`src/rtl/bat_pkg.sv`:
```
// Shared types, screen constants and the length-code to width mapping for the player bat.
// Latency: none (types, constants and a pure function only).
// Backpressure: not applicable.
package bat_pkg;

   typedef enum logic [1:0] {
      IDLE   = 2'd0,
      STILL  = 2'd1,
      MOVE_L = 2'd2,
      MOVE_R = 2'd3
   } bat_state_t;

   localparam int SCREEN_W = 640;
   localparam int SCREEN_H = 480;
   localparam int COORD_W  = 11;
   localparam int SPEED_W  = 6;
   localparam int LEN_W    = 3;

   // Length code 1/2/4 selects half, nominal or double width; any other code
   // falls back to nominal so a glitched code never produces a zero width.
   function automatic logic [COORD_W-1:0] bat_width(input logic [LEN_W-1:0] len,
                                                    input int obj_w);
      int w;
      case (len)
         3'd1:    w = obj_w / 2;
         3'd4:    w = obj_w * 2;
         default: w = obj_w;
      endcase
      return COORD_W'(w);
   endfunction

endpackage

```
`src/rtl/bat_move_control_if.sv`:
```
// Frame-control and position bus between the game logic and the bat mover.
// Latency: none (wiring only).
// Backpressure: none; keys/pulses are levels, position is a registered level.
interface bat_move_control_if;
   import bat_pkg::*;

   logic               startOfFrame;
   logic               leftKey;
   logic               rightKey;
   logic               preStart;
   logic [LEN_W-1:0]   legnth;
   logic [COORD_W-1:0] topLeftX;
   logic [COORD_W-1:0] topLeftY;
   logic               moving;

   // Game side: drives frame pulse, keys and length; observes bat position.
   modport master (
      output startOfFrame, leftKey, rightKey, preStart, legnth,
      input  topLeftX, topLeftY, moving
   );

   // Bat mover side.
   modport slave (
      input  startOfFrame, leftKey, rightKey, preStart, legnth,
      output topLeftX, topLeftY, moving
   );
endinterface

```
`src/rtl/bat_speed_ramp.sv`:
```
// Per-frame speed generator: constant MIN_SPEED, or a held-key ramp when BAT_ACCEL_EN is defined.
// Latency: speed for the current frame is combinational; ramp state updates on the frame tick.
// Backpressure: none; advances only on tick.
module bat_speed_ramp
   import bat_pkg::*;
#(
   parameter int MIN_SPEED    = 2,
   parameter int MAX_SPEED    = 8,
   parameter int ACCEL_FRAMES = 4
)(
   input  logic               clk,
   input  logic               resetN,
   input  logic               tick,     // frame evaluation cycle
   input  logic               hold,     // bat moves this frame
   input  logic               restart,  // this frame starts a new run (or no move)
   output logic [SPEED_W-1:0] speed     // speed applied this frame
);

`ifdef BAT_ACCEL_EN
   localparam logic [SPEED_W-1:0] MIN_S    = SPEED_W'(MIN_SPEED);
   localparam logic [SPEED_W-1:0] MAX_S    = SPEED_W'(MAX_SPEED);
   localparam logic [7:0]         CNT_LAST = 8'(ACCEL_FRAMES - 1);

   logic [SPEED_W-1:0] speed_q, base_spd, spd_d;
   logic [7:0]         cnt_q, base_cnt, cnt_d;

   // A restarting frame always runs at MIN_SPEED and counts as frame one of the run;
   // every ACCEL_FRAMES moved frames bump the speed until the ceiling, then freeze.
   always_comb begin
      base_spd = restart ? MIN_S : speed_q;
      base_cnt = restart ? 8'd0  : cnt_q;
      spd_d    = base_spd;
      cnt_d    = base_cnt;
      if (hold && (base_spd < MAX_S)) begin
         if (base_cnt == CNT_LAST) begin
            cnt_d = 8'd0;
            spd_d = base_spd + SPEED_W'(1);
         end else begin
            cnt_d = base_cnt + 8'd1;
         end
      end
   end

   assign speed = base_spd;

   // Ramp state advances only on frame ticks.
   always_ff @(posedge clk or negedge resetN) begin
      if (!resetN) begin
         speed_q <= MIN_S;
         cnt_q   <= 8'd0;
      end else if (tick) begin
         speed_q <= spd_d;
         cnt_q   <= cnt_d;
      end
   end
`else
   localparam int accel_cfg_unused = MAX_SPEED + ACCEL_FRAMES;

   logic ramp_inputs_unused;
   assign ramp_inputs_unused = ^{clk, resetN, tick, hold, restart};

   assign speed = SPEED_W'(MIN_SPEED);
`endif

endmodule

```
`src/rtl/bat_move_control.sv`:
```
// Per-frame bat position controller (keys, optional BAT_ACCEL_EN speed ramp, playfield clamp).
// Latency: outputs registered; update the cycle after the startOfFrame pulse, stable otherwise.
// Backpressure: none; inputs sampled only on startOfFrame, short key presses are dropped.
module bat_move_control
   import bat_pkg::*;
#(
   parameter int INITIAL_X      = 270,
   parameter int INITIAL_Y      = 440,
   parameter int OBJECT_WIDTH_X = 100,
   parameter int LEFT_BOUND     = 0,
   parameter int RIGHT_BOUND    = SCREEN_W,
   parameter int MIN_SPEED      = 2,
   parameter int MAX_SPEED      = 8,
   parameter int ACCEL_FRAMES   = 4
)(
   input  logic              clk,
   input  logic              resetN,
   bat_move_control_if.slave bat
);

   localparam logic [COORD_W-1:0] INIT_X  = COORD_W'(INITIAL_X);
   localparam logic signed [11:0] LO_S    = 12'(LEFT_BOUND);
   localparam logic signed [11:0] RIGHT_S = 12'(RIGHT_BOUND);

   bat_state_t         state_q, state_d;
   logic [COORD_W-1:0] x_q, x_d;
   logic [SPEED_W-1:0] speed;
   logic               want_l, want_r;
   logic               move_frame, new_run;
   logic signed [11:0] hi_s, x_s, spd_s, cand_s;

   // Keep inside [lo, hi]; lo is applied last so it wins if the bat is wider than the field.
   function automatic logic signed [11:0] clamp_x(input logic signed [11:0] v,
                                                  input logic signed [11:0] lo,
                                                  input logic signed [11:0] hi);
      logic signed [11:0] r;
      r = v;
      if (r > hi) r = hi;
      if (r < lo) r = lo;
      return r;
   endfunction

   // Direction decode and ramp control: both-keys counts as no key.
   always_comb begin
      want_l     = bat.leftKey & ~bat.rightKey;
      want_r     = bat.rightKey & ~bat.leftKey;
      move_frame = bat.startOfFrame & ~bat.preStart & (state_q != IDLE) & (want_l | want_r);
      new_run    = (want_l & (state_q != MOVE_L)) | (want_r & (state_q != MOVE_R));
   end

   bat_speed_ramp #(
      .MIN_SPEED    (MIN_SPEED),
      .MAX_SPEED    (MAX_SPEED),
      .ACCEL_FRAMES (ACCEL_FRAMES)
   ) u_ramp (
      .clk     (clk),
      .resetN  (resetN),
      .tick    (bat.startOfFrame),
      .hold    (move_frame),
      .restart (~move_frame | new_run),
      .speed   (speed)
   );

   // Next state and next X, evaluated only in the frame cycle; signed 12-bit math keeps
   // a left step past zero negative so the clamp sees it instead of a wrapped value.
   always_comb begin
      state_d = state_q;
      x_d     = x_q;
      hi_s    = RIGHT_S - signed'({1'b0, bat_width(bat.legnth, OBJECT_WIDTH_X)});
      x_s     = signed'({1'b0, x_q});
      spd_s   = signed'({{(12 - SPEED_W){1'b0}}, speed});
      cand_s  = x_s;
      if (bat.startOfFrame) begin
         if (bat.preStart) begin
            state_d = IDLE;
            x_d     = INIT_X;
         end else begin
            if (state_q == IDLE) begin
               state_d = STILL;
            end else if (want_l) begin
               state_d = MOVE_L;
               cand_s  = x_s - spd_s;
            end else if (want_r) begin
               state_d = MOVE_R;
               cand_s  = x_s + spd_s;
            end else begin
               state_d = STILL;
            end
            x_d = COORD_W'(clamp_x(cand_s, LO_S, hi_s));
         end
      end
   end

   // State and position registers.
   always_ff @(posedge clk or negedge resetN) begin
      if (!resetN) begin
         state_q <= IDLE;
         x_q     <= INIT_X;
      end else begin
         state_q <= state_d;
         x_q     <= x_d;
      end
   end

   assign bat.topLeftX = x_q;
   assign bat.topLeftY = COORD_W'(INITIAL_Y);
   assign bat.moving   = (state_q == MOVE_L) || (state_q == MOVE_R);

endmodule
```
`src/flat_wrapper.sv`:
```
// flat-port wrapper written by rule: the top's interface ports become plain ports
module bat_move_control_flat import bat_pkg::*;
#(
   parameter int INITIAL_X      = 270,
   parameter int INITIAL_Y      = 440,
   parameter int OBJECT_WIDTH_X = 100,
   parameter int LEFT_BOUND     = 0,
   parameter int RIGHT_BOUND    = SCREEN_W,
   parameter int MIN_SPEED      = 2,
   parameter int MAX_SPEED      = 8,
   parameter int ACCEL_FRAMES   = 4
)
  (clk, resetN, bat_startOfFrame, bat_leftKey, bat_rightKey, bat_preStart, bat_legnth, bat_topLeftX, bat_topLeftY, bat_moving);
  bat_move_control_if bat_i ();
  input  logic clk;
  input  logic resetN;
  input wire logic [$bits(bat_i.startOfFrame)-1:0] bat_startOfFrame;
  input wire logic [$bits(bat_i.leftKey)-1:0] bat_leftKey;
  input wire logic [$bits(bat_i.rightKey)-1:0] bat_rightKey;
  input wire logic [$bits(bat_i.preStart)-1:0] bat_preStart;
  input wire logic [$bits(bat_i.legnth)-1:0] bat_legnth;
  output wire logic [$bits(bat_i.topLeftX)-1:0] bat_topLeftX;
  output wire logic [$bits(bat_i.topLeftY)-1:0] bat_topLeftY;
  output wire logic [$bits(bat_i.moving)-1:0] bat_moving;
  assign bat_i.startOfFrame = bat_startOfFrame;
  assign bat_i.leftKey = bat_leftKey;
  assign bat_i.rightKey = bat_rightKey;
  assign bat_i.preStart = bat_preStart;
  assign bat_i.legnth = bat_legnth;
  assign bat_topLeftX = bat_i.topLeftX;
  assign bat_topLeftY = bat_i.topLeftY;
  assign bat_moving = bat_i.moving;
  bat_move_control #(.INITIAL_X(INITIAL_X), .INITIAL_Y(INITIAL_Y), .OBJECT_WIDTH_X(OBJECT_WIDTH_X), .LEFT_BOUND(LEFT_BOUND), .RIGHT_BOUND(RIGHT_BOUND), .MIN_SPEED(MIN_SPEED), .MAX_SPEED(MAX_SPEED), .ACCEL_FRAMES(ACCEL_FRAMES)) u_core (.clk(clk), .resetN(resetN), .bat(bat_i));
endmodule
```
`config.mk`:
```
export PLATFORM = sky130hd
export DESIGN_NAME = bat_move_control_flat
export DESIGN_NICKNAME = d
export VERILOG_FILES = /design/src/rtl/bat_pkg.sv /design/src/rtl/bat_move_control_if.sv /design/src/rtl/bat_speed_ramp.sv /design/src/rtl/bat_move_control.sv /design/src/flat_wrapper.sv
export SDC_FILE = /design/constraint.sdc
export NUM_CORES = 1
export LEC_CHECK = 0
export CAP_MARGIN = 20
export CORE_MARGIN = 2
export CORE_UTILIZATION = 52
export DETAILED_ROUTE_END_ITERATION = 10
export PLACE_DENSITY = 0.94
export SYNTH_ARGS = -nofsm -noshare
export SYNTH_HDL_FRONTEND = slang
export SYNTH_SLANG_ARGS = --single-unit
```
`constraint.sdc`:
```
create_clock -name clk -period 8.4 [get_ports clk]
set_input_delay 0.84 -clock clk [delete_from_list [all_inputs] [get_ports clk]]
set_output_delay 0.84 -clock clk [all_outputs]
set_load 0.005 [all_outputs]
```
==> After elaboration in Yosys (flattened, before gate mapping) <==
Cells that the tools add are included.
W data, S select, Z words.
{ "totals": {"register_bits": 13, "word_cells": 32} }
{ "classes": {"addsub": 3, "order_cmp": 2, "eq_ne": 4, "mux": 15, "bitwise_logic": 4, "reduce_logical": 2} }
{ "ops": {"columns": ["op", "count"], "rows": [
  ["$mux W12", 8],
  ["$mux W11", 2],
  ["$pmux W8 S2", 1],
  ["$add A11 B2 Y12 const B", 1],
  ["$gt A12 B12 Y1", 1],
  ["$lt A12 B1 Y1 const B", 1],
  ["$sub A11 B2 Y12 const B", 1],
  ["$sub A10 B8 Y11 const A", 1],
  ["$mux W2", 4],
  ["$eq A2 B2 Y1 const B", 2],
  ["$eq A3 B1 Y1 const B", 1],
  ["$eq A3 B3 Y1 const B", 1],
  ["$and A1 B1 Y1", 2],
  ["$logic_not A2 Y1", 1],
  ["$not A1 Y1", 2],
  ["$logic_or A1 B1 Y1", 1]
]} }

==> Depth between registers and ports, before layout <==
{ "logic_depth": {"depth_word": 14, "depth_mapped": 13} }

==> By module <==
Synthesis repeated with hierarchy kept, for this count alone.
{ "unflattened": {"hier_cells": 253, "hier_area_um2": 1990.7} }
{ "by_module_without_submodules": {"columns": ["mod", "n_inst", "cells_per_inst", "area_each_um2", "seq_area_each_um2"], "rows": [
  ["bat_move_control", 1, 245, 1938.1, 330.3],
  ["bat_speed_ramp", 1, 8, 52.6, 0.0]
]} }

==> Worst setup path after synthesis <==
No wires, ideal clock.
{ "synth_path": {"path_type": "input port to flip-flop", "startpoint": "input port bat_rightKey", "endpoint": "register u_core.x_q[5], in the netlist u_core.bat.topLeftX[5]", "setup_ps": 141, "t_arrival_ps": 3471, "slack_ps": 4789, "path_stages": 13, "path_buffers": 0, "cell_sequence": "inv_1 ha_1 nand4b_1 or4_1 a21boi_0 xnor2_1 ha_1 a211oi_1 o21ai_0 a221oi_1 o2bb2ai_1 nand4_1 o221ai_1"} }
{ "synth_between": {"elab_chain_len": 13} }
{ "synth_lines": {"columns": ["element", "line_no", "rtl"], "rows": [
  ["start: declaration", "flat_wrapper.sv:19", "input wire logic [$bits(bat_i.rightKey)-1:0] bat_rightKey;"],
  ["$and A1 B1 Y1 / $not A1 Y1 (equally long branches)", "bat_move_control.sv:46, bat_move_control.sv:45", null],
  ["$mux W12 / $and A1 B1 Y1 (equally long branches)", "bat_move_control.sv:83, bat_move_control.sv:45", null],
  ["$mux W12 *", "bat_move_control.sv:80", "end else if (want_l) begin"],
  ["$mux W12 *", "bat_move_control.sv:78", "if (state_q == IDLE) begin"],
  ["$mux W12 *", "bat_move_control.sv:74", "if (bat.preStart) begin"],
  ["$mux W12 *", "bat_move_control.sv:73", "if (bat.startOfFrame) begin"],
  ["$gt A12 B12 Y1", "bat_move_control.sv:38", "if (r > hi) r = hi;"],
  ["$mux W12 *", "bat_move_control.sv:38", null],
  ["$mux W12 *", "bat_move_control.sv:74", null],
  ["$mux W12 *", "bat_move_control.sv:73", null],
  ["$lt A12 B1 Y1", "bat_move_control.sv:39", "if (r < lo) r = lo;"],
  ["$mux W11 *", "bat_move_control.sv:39", null],
  ["$mux W11 *", "bat_move_control.sv:74", null],
  ["end signal: assignment", "bat_move_control.sv:98", "x_q <= INIT_X;"],
  ["end signal: assignment", "bat_move_control.sv:101", "x_q <= x_d;"],
  ["end: declaration", "bat_move_control.sv:26", "logic [COORD_W-1:0] x_q, x_d;"]
]} }
Every way passes the cells marked *; elsewhere a longest branch is shown, timed or not. The select of a mux whose other input is x is not followed.
A chain may end at the register's enable or synchronous reset.

==> Worst setup path after layout <==
Same ends and word-level chain as after synthesis.

==> results.md <==
Timing:
- The worst path in the final design needs a cycle of 4.235 ns, including I/O delays and setup.
- The number of slew-limit violations in the final report is 0.
- The maximum clock rate is 236.1 MHz.
- At the pin with the least slew margin, the transition time is 0.5923 ns.
- The final worst clock skew is slightly above 0.005 ns.
- The hold violation count in the final report is 0.
- Setup repair after global routing left no endpoint under its margin.
- The final count of negative-setup-slack endpoints is 0.
- The final period utilization is between 50% and 60%.
- Measured against its own limit, the worst slew margin works out to 60.09%.
- The accumulated negative setup slack is 0 ns.

CTS:
- The TritonCTS clock tree is yes.
- The maximum buffer depth of the clock tree is 2.
- The number of buffers inserted during clock tree synthesis is 3.
- The CTS root buffer is clkbuf_4.
- The number of setup buffers added after CTS is 0.
- The count of cells resized by post-cts repair is 0.
- The later-pin clock latency in the skew report is roughly 0.27 ns.
- For this design, the CTS-stage hold fixing added 0 buffers.
- The number of H-tree levels is 1.
- Counting every sink on the clock net gives 12.
- The register clock-pin slew on the reported worst setup and hold paths is 0.07 ns.

Hold path:
- Along the worst hold path, the cell count comes to 2.
- The startpoint of the lowest-slack hold path is u_core.bat.topLeftX[3].
- The terminating pin of the worst hold path is u_core.bat.topLeftX[3].
- The class of the most critical hold timing path is reg2reg.

Floorplanning:
- The die outline area is 0.003100 mm².
- In this run the vertical extent of the chip is 55.68 µm.
- The die is 55.68 µm wide.
- 32 I/O pins were placed.
- Once the floorplan was initialized, standard cells occupied 55.56% of the core.
- The area inside the core boundary is 0.002500 mm².
- The floorplan has 18 rows.

Worst setup path:
- The element type at the critical path end is a flip-flop.
- On the critical path the largest part of the delay comes from compound AO/OA/AOI/OAI gates.
- The signal on the critical path passes through clkdlybuf4s50_1 > inv_1 > ha_1 > nand4b_1 > or4_1 > a21boi_0 > xnor2_1 > ha_1 > a211oi_1 > o21ai_0 > a221oi_1 > o2bb2ai_1 > nand4_1 > o221ai_1.
- The endpoint identified for the worst register-to-register timing path is u_core.bat.topLeftX[5].
- Data arrives at the worst endpoint at 4.38 ns.
- By startpoint and endpoint, the worst setup path is classified as in2reg.
- The critical path's slowest cell is or4_1.
- The largest driver fanout on the critical path is 9.
- Setup slack on the worst reg-to-reg path comes out at 4.91 ns.
- The startpoint type of the worst setup path is an input pin.
- The number of buffer and inverter stages on the critical path is 2.
- The most numerous cell type found on the critical path is ha_1.
- The largest single stage delay on the critical path is between 0.5 and 0.6 ns.
- In this run the critical register-to-register path is launched from u_core.bat.topLeftX[1].
- The worst reg-to-reg path cell count is 13.
- For the worst setup path, the data required time is 8.54 ns.

Synthesis:
- For this run, asynchronously set or reset flops after synthesis account for 100.0%.
- The Yosys step of the flow raised 0 warnings.
- The synthesized instance count is 178.
- The mean post-synth cell area is 7.802 µm².
- The number of different library cells used by synthesis comes to 49.
- The total standard cell area after synthesis is 0.001389 mm².
- The most used flip-flop cell after synthesis is dfrtp_1.
- In this run, synthesis produced a sequential element count of 12.
- The synthesized design contains 0 enable-type register cells.
- The sequential-to-total area share from yosys stat is between 20 and 25%.

Global route:
- For this run the aggregate overflow at the end of global routing stands at 0.
- Entering global routing, the biggest net connects 13 pins.
- The first global-routing pass estimated approximately 5300 µm of wire.
- The via count of the first global-routing pass is about 1,200.
- Global routing used 21.02% of the available tracks.
- The initial antenna violation count came to 0.

Place:
- The estimated wirelength of the detail-placed design is approximately 2600 µm.
- The last weighted congestion value of the routability-driven placer is between 0.9 and 1.
- The count of input and output buffers is 19.

Drt:
- The post-detailed-route count of antenna-violating nets is 0.
- After detailed routing, the number of vias per cell comes to 5.973.
- The number of remaining DRC errors is 0.
- Summed over all layers, the routed wires come to approximately 3300 µm.
- Dividing the detail-routed wire length by the instance count gives 14.56 µm.
- The number of detailed-routing iterations run before antenna repair is 4.
- The number of violations reported at the end of detailed-routing iteration 0 is 114.
- The final route contains around 1,400 vias.

Run:
- Max-cap violations in this run came to 0.

Finish:
- From synthesis to final layout, the design area changed by 13.69%.
- The number of antenna diodes in the final layout is 0.
- The final layout contains ~220 nets.
- The share of cells above drive strength 1 is slightly above 9%.

Pwr:
- The worst vdd rail ir drop is about 0.000086 V.
- The leakage power is approximately 0.66 nW.
- The total power per unit cell area is 145.4 mW/mm².
- Summing internal, switching and leakage power gives between 0.2 and 0.25 mW.

Status:
- The flow ran to the end, and the final reports show no timing, DRC or antenna violations.
Yosys cell counts (2+ instances only):
cell type	instances	area share, %
o21ai_0	6	2.2
or4_1	2	1.1
a21oi_1	6	2.2
xor2_1	2	1.3
ha_1	13	12
o221ai_1	6	3.8
a22o_1	3	1.9
nor2_1	21	5.7
nor3b_1	2	1.1
o211ai_1	2	1.1
nand2_1	17	4.6
nand2b_1	3	1.4
or3_1	2	0.90
xnor2_1	6	3.8
dfstp_2	4	7.6
clkbuf_1	4	1.1
or2_2	2	0.90
nand3_1	3	1.1
or3b_2	2	1.3
conb_1	2	0.54
buf_4	12	6.5
nor4_1	4	1.8
inv_1	13	3.5
nor3_1	6	2.2
nand4_1	4	1.8
dfrtp_1	8	14
power breakdown:
| group | switching [mW] | internal (mW) | total (mW) | leakage [nW] |
|---|---|---|---|---|
| Clock | 0.0188 | 0.0184 | 0.0372 | 0.0150 |
| Sequential | 0.0145 | 0.0680 | 0.0825 | 0.150 |
| Combinational | 0.0587 | 0.0513 | 0.110 | 0.492 |
registers in the layout (all words and copies together) (netlist names):
register,cells
u_core.bat.topLeftX,10
u_core.state_q,2
worst max-delay path by stage:
stage / startpoint / to / cells after the start
2_1_floorplan: bat_rightKey / u_core.bat.topLeftX[5] / 13
3_3_place_gp: bat_rightKey / u_core.bat.topLeftX[5] / 13
3_5_place_dp: bat_rightKey / u_core.bat.topLeftX[5] / 14
4_1_cts: bat_rightKey / u_core.bat.topLeftX[5] / 14
5_1_grt: bat_rightKey / u_core.bat.topLeftX[5] / 14
6_report: bat_rightKey / u_core.bat.topLeftX[5] / 14
cell type report:
class / instances / area (µm²)
flip-flops and latches: 12 / 305.3
inverters: 13 / 48.80
well taps: 30 / 37.54
multi-input cells: 148 / 970.9
clock buffers: 4 / 26.28
fillers: 204 / 920.9
repair buffers: 19 / 190.2
worst register-to-register path, cell delays in order (launching register included):
cell and delay [ns]:
dfstp_2 0.40, inv_1 0.12, ha_1 0.20, or3b_2 0.48
nor2_1 0.19, a22o_1 0.18, xor2_1 0.23, ha_1 0.28
a211oi_1 0.19, o21ai_0 0.13, a221oi_1 0.41, o2bb2ai_1 0.27
nand4_1 0.18, o221ai_1 0.12
layer usage:
layer,vias up,global-route usage [%],wire length [µm]
met5,-,0,0
met4,0,8.711,61
met3,7,1.395,187
met1,624,29.68,1477
met2,59,33.16,1565
li1,660,-,-
through the flow:
step / setup WS (ns) / instances / utilization (%) / area [µm²] / hold slack, ns
2_1_floorplan: 4.789 / 189 / - / 1430 / 0.5284
5_1_grt: 3.925 / 226 / 63.16 / 1579 / 0.6125
4_1_cts: 4.232 / 226 / 63.16 / 1579 / 0.5715
3_3_place_gp: 4.045 / 222 / 62.11 / 1553 / 0.5428
6_report: 4.165 / 226 / 63.16 / 1579 / 0.5762
3_5_place_dp: 3.951 / 222 / 62.11 / 1553 / 0.5592
layout by cell type, fill, tap and decap left out, types with 6 or more instances in the layout:
cell type / netlist / final
nor2_1: 21 / 21
clkdlybuf4s50_1: 0 / 19
nand2_1: 17 / 17
inv_1: 13 / 13
ha_1: 13 / 13
conb_1: 2 / 13
dfrtp_1: 8 / 8
a21oi_1: 6 / 6
xnor2_1: 6 / 6
nor3_1: 6 / 6
o21ai_0: 6 / 6
o221ai_1: 6 / 6
kinds of logic after synthesis:
kind of cell	Yosys count	synth area share (%)
compound gates	37	19.91
flops	12	21.98
buf+inv	29	11.08
fa+ha+maj	13	11.71
simple gates	77	29.73
other cells	2	0.5407
xor+xnor	8	5.045
No activity file was read; power rests on OpenSTA's default activity.
